`src/rtl/mux_16_to_1_if.sv`:
```
// Bundle carrying the sixteen candidate words, the select index and the registered result.
// Master drives words and select; slave (the mux) returns the selected word.
interface mux_16_to_1_if #(
    parameter int WIDTH = 32
);
    logic [WIDTH-1:0] in0;
    logic [WIDTH-1:0] in1;
    logic [WIDTH-1:0] in2;
    logic [WIDTH-1:0] in3;
    logic [WIDTH-1:0] in4;
    logic [WIDTH-1:0] in5;
    logic [WIDTH-1:0] in6;
    logic [WIDTH-1:0] in7;
    logic [WIDTH-1:0] in8;
    logic [WIDTH-1:0] in9;
    logic [WIDTH-1:0] in10;
    logic [WIDTH-1:0] in11;
    logic [WIDTH-1:0] in12;
    logic [WIDTH-1:0] in13;
    logic [WIDTH-1:0] in14;
    logic [WIDTH-1:0] in15;
    logic [3:0]       sel;
    logic [WIDTH-1:0] out;

    modport master (
        output in0, in1, in2, in3, in4, in5, in6, in7,
        output in8, in9, in10, in11, in12, in13, in14, in15,
        output sel,
        input  out
    );

    modport slave (
        input  in0, in1, in2, in3, in4, in5, in6, in7,
        input  in8, in9, in10, in11, in12, in13, in14, in15,
        input  sel,
        output out
    );
endinterface

```
`src/rtl/mux_16_to_1.sv`:
```
// Registered 16:1 word mux for register-file / ROM readout.
// Latency 1 cycle; no backpressure, the output reloads every cycle.
module mux_16_to_1 #(
    parameter int WIDTH = 32
) (
    input  logic           clk,
    input  logic           rst_n,
    mux_16_to_1_if.slave   bus
);

    logic [WIDTH-1:0] w_sel_word;
    logic [WIDTH-1:0] r_out;

    // Every select code is a real input, so the default is never reached in practice.
    always_comb begin
        w_sel_word = '0;
        case (bus.sel)
            4'd0:  w_sel_word = bus.in0;
            4'd1:  w_sel_word = bus.in1;
            4'd2:  w_sel_word = bus.in2;
            4'd3:  w_sel_word = bus.in3;
            4'd4:  w_sel_word = bus.in4;
            4'd5:  w_sel_word = bus.in5;
            4'd6:  w_sel_word = bus.in6;
            4'd7:  w_sel_word = bus.in7;
            4'd8:  w_sel_word = bus.in8;
            4'd9:  w_sel_word = bus.in9;
            4'd10: w_sel_word = bus.in10;
            4'd11: w_sel_word = bus.in11;
            4'd12: w_sel_word = bus.in12;
            4'd13: w_sel_word = bus.in13;
            4'd14: w_sel_word = bus.in14;
            4'd15: w_sel_word = bus.in15;
            default: w_sel_word = '0;
        endcase
    end

    always_ff @(posedge clk) begin
        if (!rst_n) begin
            r_out <= '0;
        end else begin
            r_out <= w_sel_word;
        end
    end

    assign bus.out = r_out;

endmodule

```
`src/flat_wrapper.sv`:
```
// flat-port wrapper written by rule: the top's interface ports become plain ports
module mux_16_to_1_flat 
#(
    parameter int WIDTH = 32
)
  (clk, rst_n, bus_in0, bus_in1, bus_in2, bus_in3, bus_in4, bus_in5, bus_in6, bus_in7, bus_in8, bus_in9, bus_in10, bus_in11, bus_in12, bus_in13, bus_in14, bus_in15, bus_sel, bus_out);
  mux_16_to_1_if #(.WIDTH(WIDTH)) bus_i ();
  input  logic clk;
  input  logic rst_n;
  input wire logic [$bits(bus_i.in0)-1:0] bus_in0;
  input wire logic [$bits(bus_i.in1)-1:0] bus_in1;
  input wire logic [$bits(bus_i.in2)-1:0] bus_in2;
  input wire logic [$bits(bus_i.in3)-1:0] bus_in3;
  input wire logic [$bits(bus_i.in4)-1:0] bus_in4;
  input wire logic [$bits(bus_i.in5)-1:0] bus_in5;
  input wire logic [$bits(bus_i.in6)-1:0] bus_in6;
  input wire logic [$bits(bus_i.in7)-1:0] bus_in7;
  input wire logic [$bits(bus_i.in8)-1:0] bus_in8;
  input wire logic [$bits(bus_i.in9)-1:0] bus_in9;
  input wire logic [$bits(bus_i.in10)-1:0] bus_in10;
  input wire logic [$bits(bus_i.in11)-1:0] bus_in11;
  input wire logic [$bits(bus_i.in12)-1:0] bus_in12;
  input wire logic [$bits(bus_i.in13)-1:0] bus_in13;
  input wire logic [$bits(bus_i.in14)-1:0] bus_in14;
  input wire logic [$bits(bus_i.in15)-1:0] bus_in15;
  input wire logic [$bits(bus_i.sel)-1:0] bus_sel;
  output wire logic [$bits(bus_i.out)-1:0] bus_out;
  assign bus_i.in0 = bus_in0;
  assign bus_i.in1 = bus_in1;
  assign bus_i.in2 = bus_in2;
  assign bus_i.in3 = bus_in3;
  assign bus_i.in4 = bus_in4;
  assign bus_i.in5 = bus_in5;
  assign bus_i.in6 = bus_in6;
  assign bus_i.in7 = bus_in7;
  assign bus_i.in8 = bus_in8;
  assign bus_i.in9 = bus_in9;
  assign bus_i.in10 = bus_in10;
  assign bus_i.in11 = bus_in11;
  assign bus_i.in12 = bus_in12;
  assign bus_i.in13 = bus_in13;
  assign bus_i.in14 = bus_in14;
  assign bus_i.in15 = bus_in15;
  assign bus_i.sel = bus_sel;
  assign bus_out = bus_i.out;
  mux_16_to_1 #(.WIDTH(WIDTH)) u_core (.clk(clk), .rst_n(rst_n), .bus(bus_i));
endmodule
```
`config.mk`:
```
export PLATFORM = sky130hd
export DESIGN_NAME = mux_16_to_1_flat
export DESIGN_NICKNAME = d
export VERILOG_FILES = /design/src/rtl/mux_16_to_1_if.sv /design/src/rtl/mux_16_to_1.sv /design/src/flat_wrapper.sv
export SDC_FILE = /design/constraint.sdc
export NUM_CORES = 1
export LEC_CHECK = 0
export BUFFER_PORTS_ARGS = -buffer_cell sky130_fd_sc_hd__clkbuf_2
export CORE_AREA = 2 2 213 215
export CTS_CLUSTER_DIAMETER = 50
export DETAILED_ROUTE_END_ITERATION = 8
export DIE_AREA = 0 0 215 217
export PLACE_DENSITY_LB_ADDON = 0.05
export SLEW_MARGIN = 5
export SYNTH_ARGS = -nofsm -noshare
export SYNTH_HDL_FRONTEND = slang
export SYNTH_SLANG_ARGS = --single-unit
```
`constraint.sdc`:
```
create_clock -name clk -period 2.1 [get_ports clk]
set_input_delay 0.63 -clock clk [delete_from_list [all_inputs] [get_ports clk]]
set_output_delay 0.63 -clock clk [all_outputs]
set_load 0.005 [all_outputs]
```
; After elaboration in Yosys (flattened, before gate mapping)
; Cells that the tools add are included.
; W data, S select, Z words.
[classes]
n_div = 0
eq_ne = 15
n_reduce_logical = 1
add_sub_neg = 0
magnitude_cmp = 0
muxes = 1
mul = 0
n_shift = 0
n_bitwise = 0
[op_table]
columns = cell, n
row1 = $pmux W32 S16, 1
row2 = $eq A4 B4 Y1 const B, 8
row3 = $eq A4 B3 Y1 const B, 4
row4 = $eq A4 B2 Y1 const B, 2
row5 = $eq A4 B1 Y1 const B, 1
row6 = $logic_not A4 Y1, 1
[totals]
elab_cells = 18
out_inout_bits = 32
ramBits = 0
romBits = 0
mem_count = 0
latch_bits = 0
regBits = 32
input_bits = 518

; Longest topological paths before layout
[depth]
word_depth = 2
ltp_mapped = 7
depth_no_buf = 4

; Least setup slack after synthesis
; No wires, ideal clock.
[synth_timing]
path_kind = input to register
startpoint = input port bus_sel[0]
endpoint = register u_core.r_out[18] (netlist: u_core.bus.out[18])
n_path_buf = 3
t_required_ns = 1.970
cell_stages = 7
setup_ns = 0.130
arrival_time_ns = 1.746
setup_slack_ns = 0.224
cell_sequence = buf_2 -> nor2b_1 -> buf_4 -> buf_6 -> and3_1 -> o41ai_1 -> a21oi_1
[synth_between]
elab_chain_len = 2
word_cells_on_any_way = 17
classes_between = eq/ne: 15 / mux: 1 / reduce/logical: 1
[synth_lines]
columns = element, line
row1 = "start, declared", flat_wrapper.sv:26  ; input wire logic [$bits(bus_i.sel)-1:0] bus_sel;
row2 = "$eq A4 B4 Y1, or another cell as far along", mux_16_to_1.sv:17  ; case (bus.sel)
row3 = $pmux W32 S16 *, mux_16_to_1.sv:17
row4 = "end signal, assigned", mux_16_to_1.sv:42  ; r_out <= w_sel_word;
row5 = "end, declared", mux_16_to_1.sv:12  ; logic [WIDTH-1:0] r_out;
; Every way passes the cells marked *; elsewhere a longest branch is shown, timed or not.
; A chain may end at the register's enable or synchronous reset.

; Worst setup path after layout
[layout_timing]
startpoint = input port bus_sel[2]
endpoint = register u_core.r_out[22] (netlist: u_core.bus.out[22])
; The elaborated chain is that of the path after synthesis.

==> out/metrics.yaml <==
crit_path_cell_trace: "buf_4 -> buf_4 -> buf_4 -> nor2b_1 -> a22o_1 -> a222oi_1 -> a31oi_1"
starting_drc_count_in_detailed_routing: 447
worst_path_dominant_cell_family: "compound AO/OA/AOI/OAI gates"
io_buffer_count: 549
effective_utilization_at_floorplan_pct: 11.5
worst-endpoint-arrival_ns: 2.06
cp.required_ns: 2.30
cp_launch_type: "input pin"
num-nets-final: 1706
post_synth_and_or_nand_nor_area_fraction_pct: 10.5
yosys-mux-area-fraction_pct: 15.8
drt_drc_violations_left: 0
synthMostInstantiatedCell: "sky130_fd_sc_hd__a22oi_1"
pre_cts_ws_ns: -0.115
ctsHtreeMaxLevel: 2
fp.dieH_um: 217
synth_enable_flop_cells: 0
post_synth.cell_area_avg_um2: 7.93
placed_cells: 1781
worst_min_path_class: "input pin to register"
timing.max_cap.violations: 0
synthesis.area_um2: 5130
gr_usage_total_pct: 17.6
clock_tree_root_buffer_cell: "sky130_fd_sc_hd__clkbuf_16"
synth_compound_area_share_pct: 51.7
crit_path_max_fanout: 16
hold_ws_ns: 0.599
route.detailed.wl_per_inst_um: 23.8
maximum_number_of_pins_on_one_net_before_global_route_repair: 46
flip_flop_and_latch_count_after_synthesis: 32
yosysTopAreaCellShare_pct: 18.1
asyncSetResetFlopFracSynth_pct: 0
vias: 7910
chipWidth_um: 215
synth_top_family_by_area: "compound AO/OA/AOI/OAI gates"
synth.yosys.seq_area_share_pct: 12.5
p_leak_nw: 4.26
first_global_vias: 8393
clock_sinks: 32
power.ir.vdd_worst_v: 0.000257
io-pin-count: 550
yosys-top-cells-count: "sky130_fd_sc_hd__a22oi_1, sky130_fd_sc_hd__o21ai_0, sky130_fd_sc_hd__mux2_2, sky130_fd_sc_hd__buf_2, sky130_fd_sc_hd__a21oi_1"
drive_above_1_share_pct: 59.2
yosysWarningCount: 0
gp_routability_congestion: 0.775
core_area_um2: 44700
worstSetupEndpointType: "register"
instances_no_fill: 1794
timing.critical_path.slowest_stage_cell: "sky130_fd_sc_hd__a222oi_1"
viasPerCell: 4.41
antenna_left: 0
yosysTopAreaCell: "sky130_fd_sc_hd__a22oi_1"
maximum_number_of_buffers_from_clock_root_to_sink: 2
std_cell_rows: 78
cts_tree: "built"
total_half_perimeter_wirelength_after_legalization_and_detailed_placement_mm: 35.3
synthTopCellsByArea: "sky130_fd_sc_hd__a22oi_1, sky130_fd_sc_hd__dfxtp_1, sky130_fd_sc_hd__mux2_2"
timing.final.crit_share_pct: 88.8
worst_path_largest_cell_delay_ns: 0.39
dominantRegCellSynth: "sky130_fd_sc_hd__dfxtp_1"
cts-hold-fix-buffers: 0
ctsResizeCount: 0
fin_ws_ns: 0.234
grt_remaining_overflow: 0
max_freq_mhz: 536
path_common_cell: "sky130_fd_sc_hd__buf_4"
path_class: "input pin to register"
cts_buffer_count: 5
design.die.area_um2: 46700
outcome: "finished clean"
num-fill-cells: 5196
synthesis.instances: 647
syn_to_final_growth_pct: 80.0
synth_xor_xnor_area_share_pct: 0
cts.clk_slew.worst_paths_ns: 0.07
totalWireLength_mm: 42.7
startpoint: "bus_sel[2]"
drv_slew: 0
crit_path_end: "u_core.bus.out[22]"
finalSetupViolCount: 0
largest_register_ff_count: 32
synth_fp_nets: 1165
synth-adder-area-share_pct: 0
drt-pass1-iter-count: 5
grt_antenna_before_repair: 6
cp.buffers_inverters: 3
post-cts-setup-buffer-count: 0
wire_length_of_the_first_global_routing_pass_mm: 59.3
setup_total_negative_slack_ns: 0
distinct_cell_type_count_after_synthesis: 54
hold_viol_final: 0
timing.max_slew.rel_slack_pct: 68.0
timing.critical_path.depth: 7
worstMarginPinSlew_ns: 0.479
powerDensity_nw_per_um2: 353
final_period_minus_worst_setup_slack_ns: 1.87
grt_setup_unrepaired: "no"
==> final cells by class <==
type	instances	area, um2	area share, %
Inverter	7	26.3	0.285
Tap cell	600	751	8.13
Multi-Input combinational cell	521	4020	43.6
Antenna cell	6	15.0	0.163
Clock buffer	7	153	1.65
Sequential cell	32	641	6.94
Timing Repair Buffer	621	3620	39.3
==> layout by cell type (no fill, tap or decap), types with 5 or more instances in the layout <==
master | netlist | layout
sky130_fd_sc_hd__o21ai_0 | 56 | 56
sky130_fd_sc_hd__a221oi_1 | 11 | 11
sky130_fd_sc_hd__diode_2 | 0 | 6
sky130_fd_sc_hd__clkbuf_16 | 0 | 5
sky130_fd_sc_hd__o32ai_1 | 6 | 6
sky130_fd_sc_hd__mux2_2 | 42 | 42
sky130_fd_sc_hd__o221a_2 | 16 | 16
sky130_fd_sc_hd__buf_4 | 6 | 50
sky130_fd_sc_hd__inv_1 | 6 | 5
sky130_fd_sc_hd__a22oi_1 | 124 | 124
sky130_fd_sc_hd__buf_12 | 0 | 26
sky130_fd_sc_hd__a22o_1 | 6 | 6
sky130_fd_sc_hd__clkbuf_2 | 0 | 545
sky130_fd_sc_hd__o22a_1 | 27 | 27
sky130_fd_sc_hd__a221o_1 | 24 | 24
sky130_fd_sc_hd__nor2_1 | 6 | 6
sky130_fd_sc_hd__nor3_1 | 10 | 10
sky130_fd_sc_hd__nand2_1 | 29 | 28
sky130_fd_sc_hd__a21oi_1 | 33 | 33
sky130_fd_sc_hd__mux2_1 | 8 | 8
sky130_fd_sc_hd__dfxtp_1 | 32 | 32
sky130_fd_sc_hd__mux2i_1 | 20 | 20
sky130_fd_sc_hd__o221a_1 | 7 | 7
sky130_fd_sc_hd__and3_1 | 5 | 5
sky130_fd_sc_hd__or3_1 | 6 | 6
sky130_fd_sc_hd__a31oi_1 | 31 | 31
==> worst min-delay path by stage <==
stage / start / slack, ns / cells past startpoint / end
after floorplan: rst_n / 0.77 / 2 / u_core.bus.out[31]
after CTS: bus_in12[14] / 0.58 / 3 / u_core.bus.out[14]
after global placement: bus_in0[1] / 0.93 / 3 / u_core.bus.out[1]
final: bus_in12[14] / 0.60 / 3 / u_core.bus.out[14]
after global routing: bus_in12[14] / 0.60 / 3 / u_core.bus.out[14]
after detailed placement: bus_in0[18] / 0.94 / 3 / u_core.bus.out[18]
==> metrics by stage <==
stage | total power, W | utilization, % | cell area, um2
floorplan | 0.00141 | - | 5130
global placement | 0.00243 | 20.3 | 9060
detailed placement | 0.00241 | 20.3 | 9060
CTS | 0.00336 | 20.6 | 9220
global route | 0.00350 | 20.6 | 9220
finish | 0.00326 | 20.7 | 9230
==> logic make-up after synthesis <==
| family | count (synthesis) |
|---|---|
| flip-flops | 32 |
| AND/OR/NAND/NOR | 93 |
| multiplexers | 72 |
| AO/OA/AOI/OAI | 356 |
| buffers and inverters | 94 |
==> routing by layer <==
| layer | up-vias | routed length [um] | track usage, % |
|---|---|---|---|
| met2 | 310 | 22200 | 32.4 |
| met4 | 2 | 841 | 4.92 |
| met3 | 40 | 2460 | 4.12 |
| met1 | 3776 | 17200 | 20.4 |
| li1 | 3782 | - | - |
| met5 | - | 13 | 0 |
==> where the power goes <==
group	leakage, nW	internal (W)	switching [W]
sequential	0.266	0.000669	0.0000196
combinational	3.92	0.000880	0.000801
clock	0.0760	0.000501	0.000391
total	4.26	0.00205	0.00121
(Power assumes the default switching activity.)
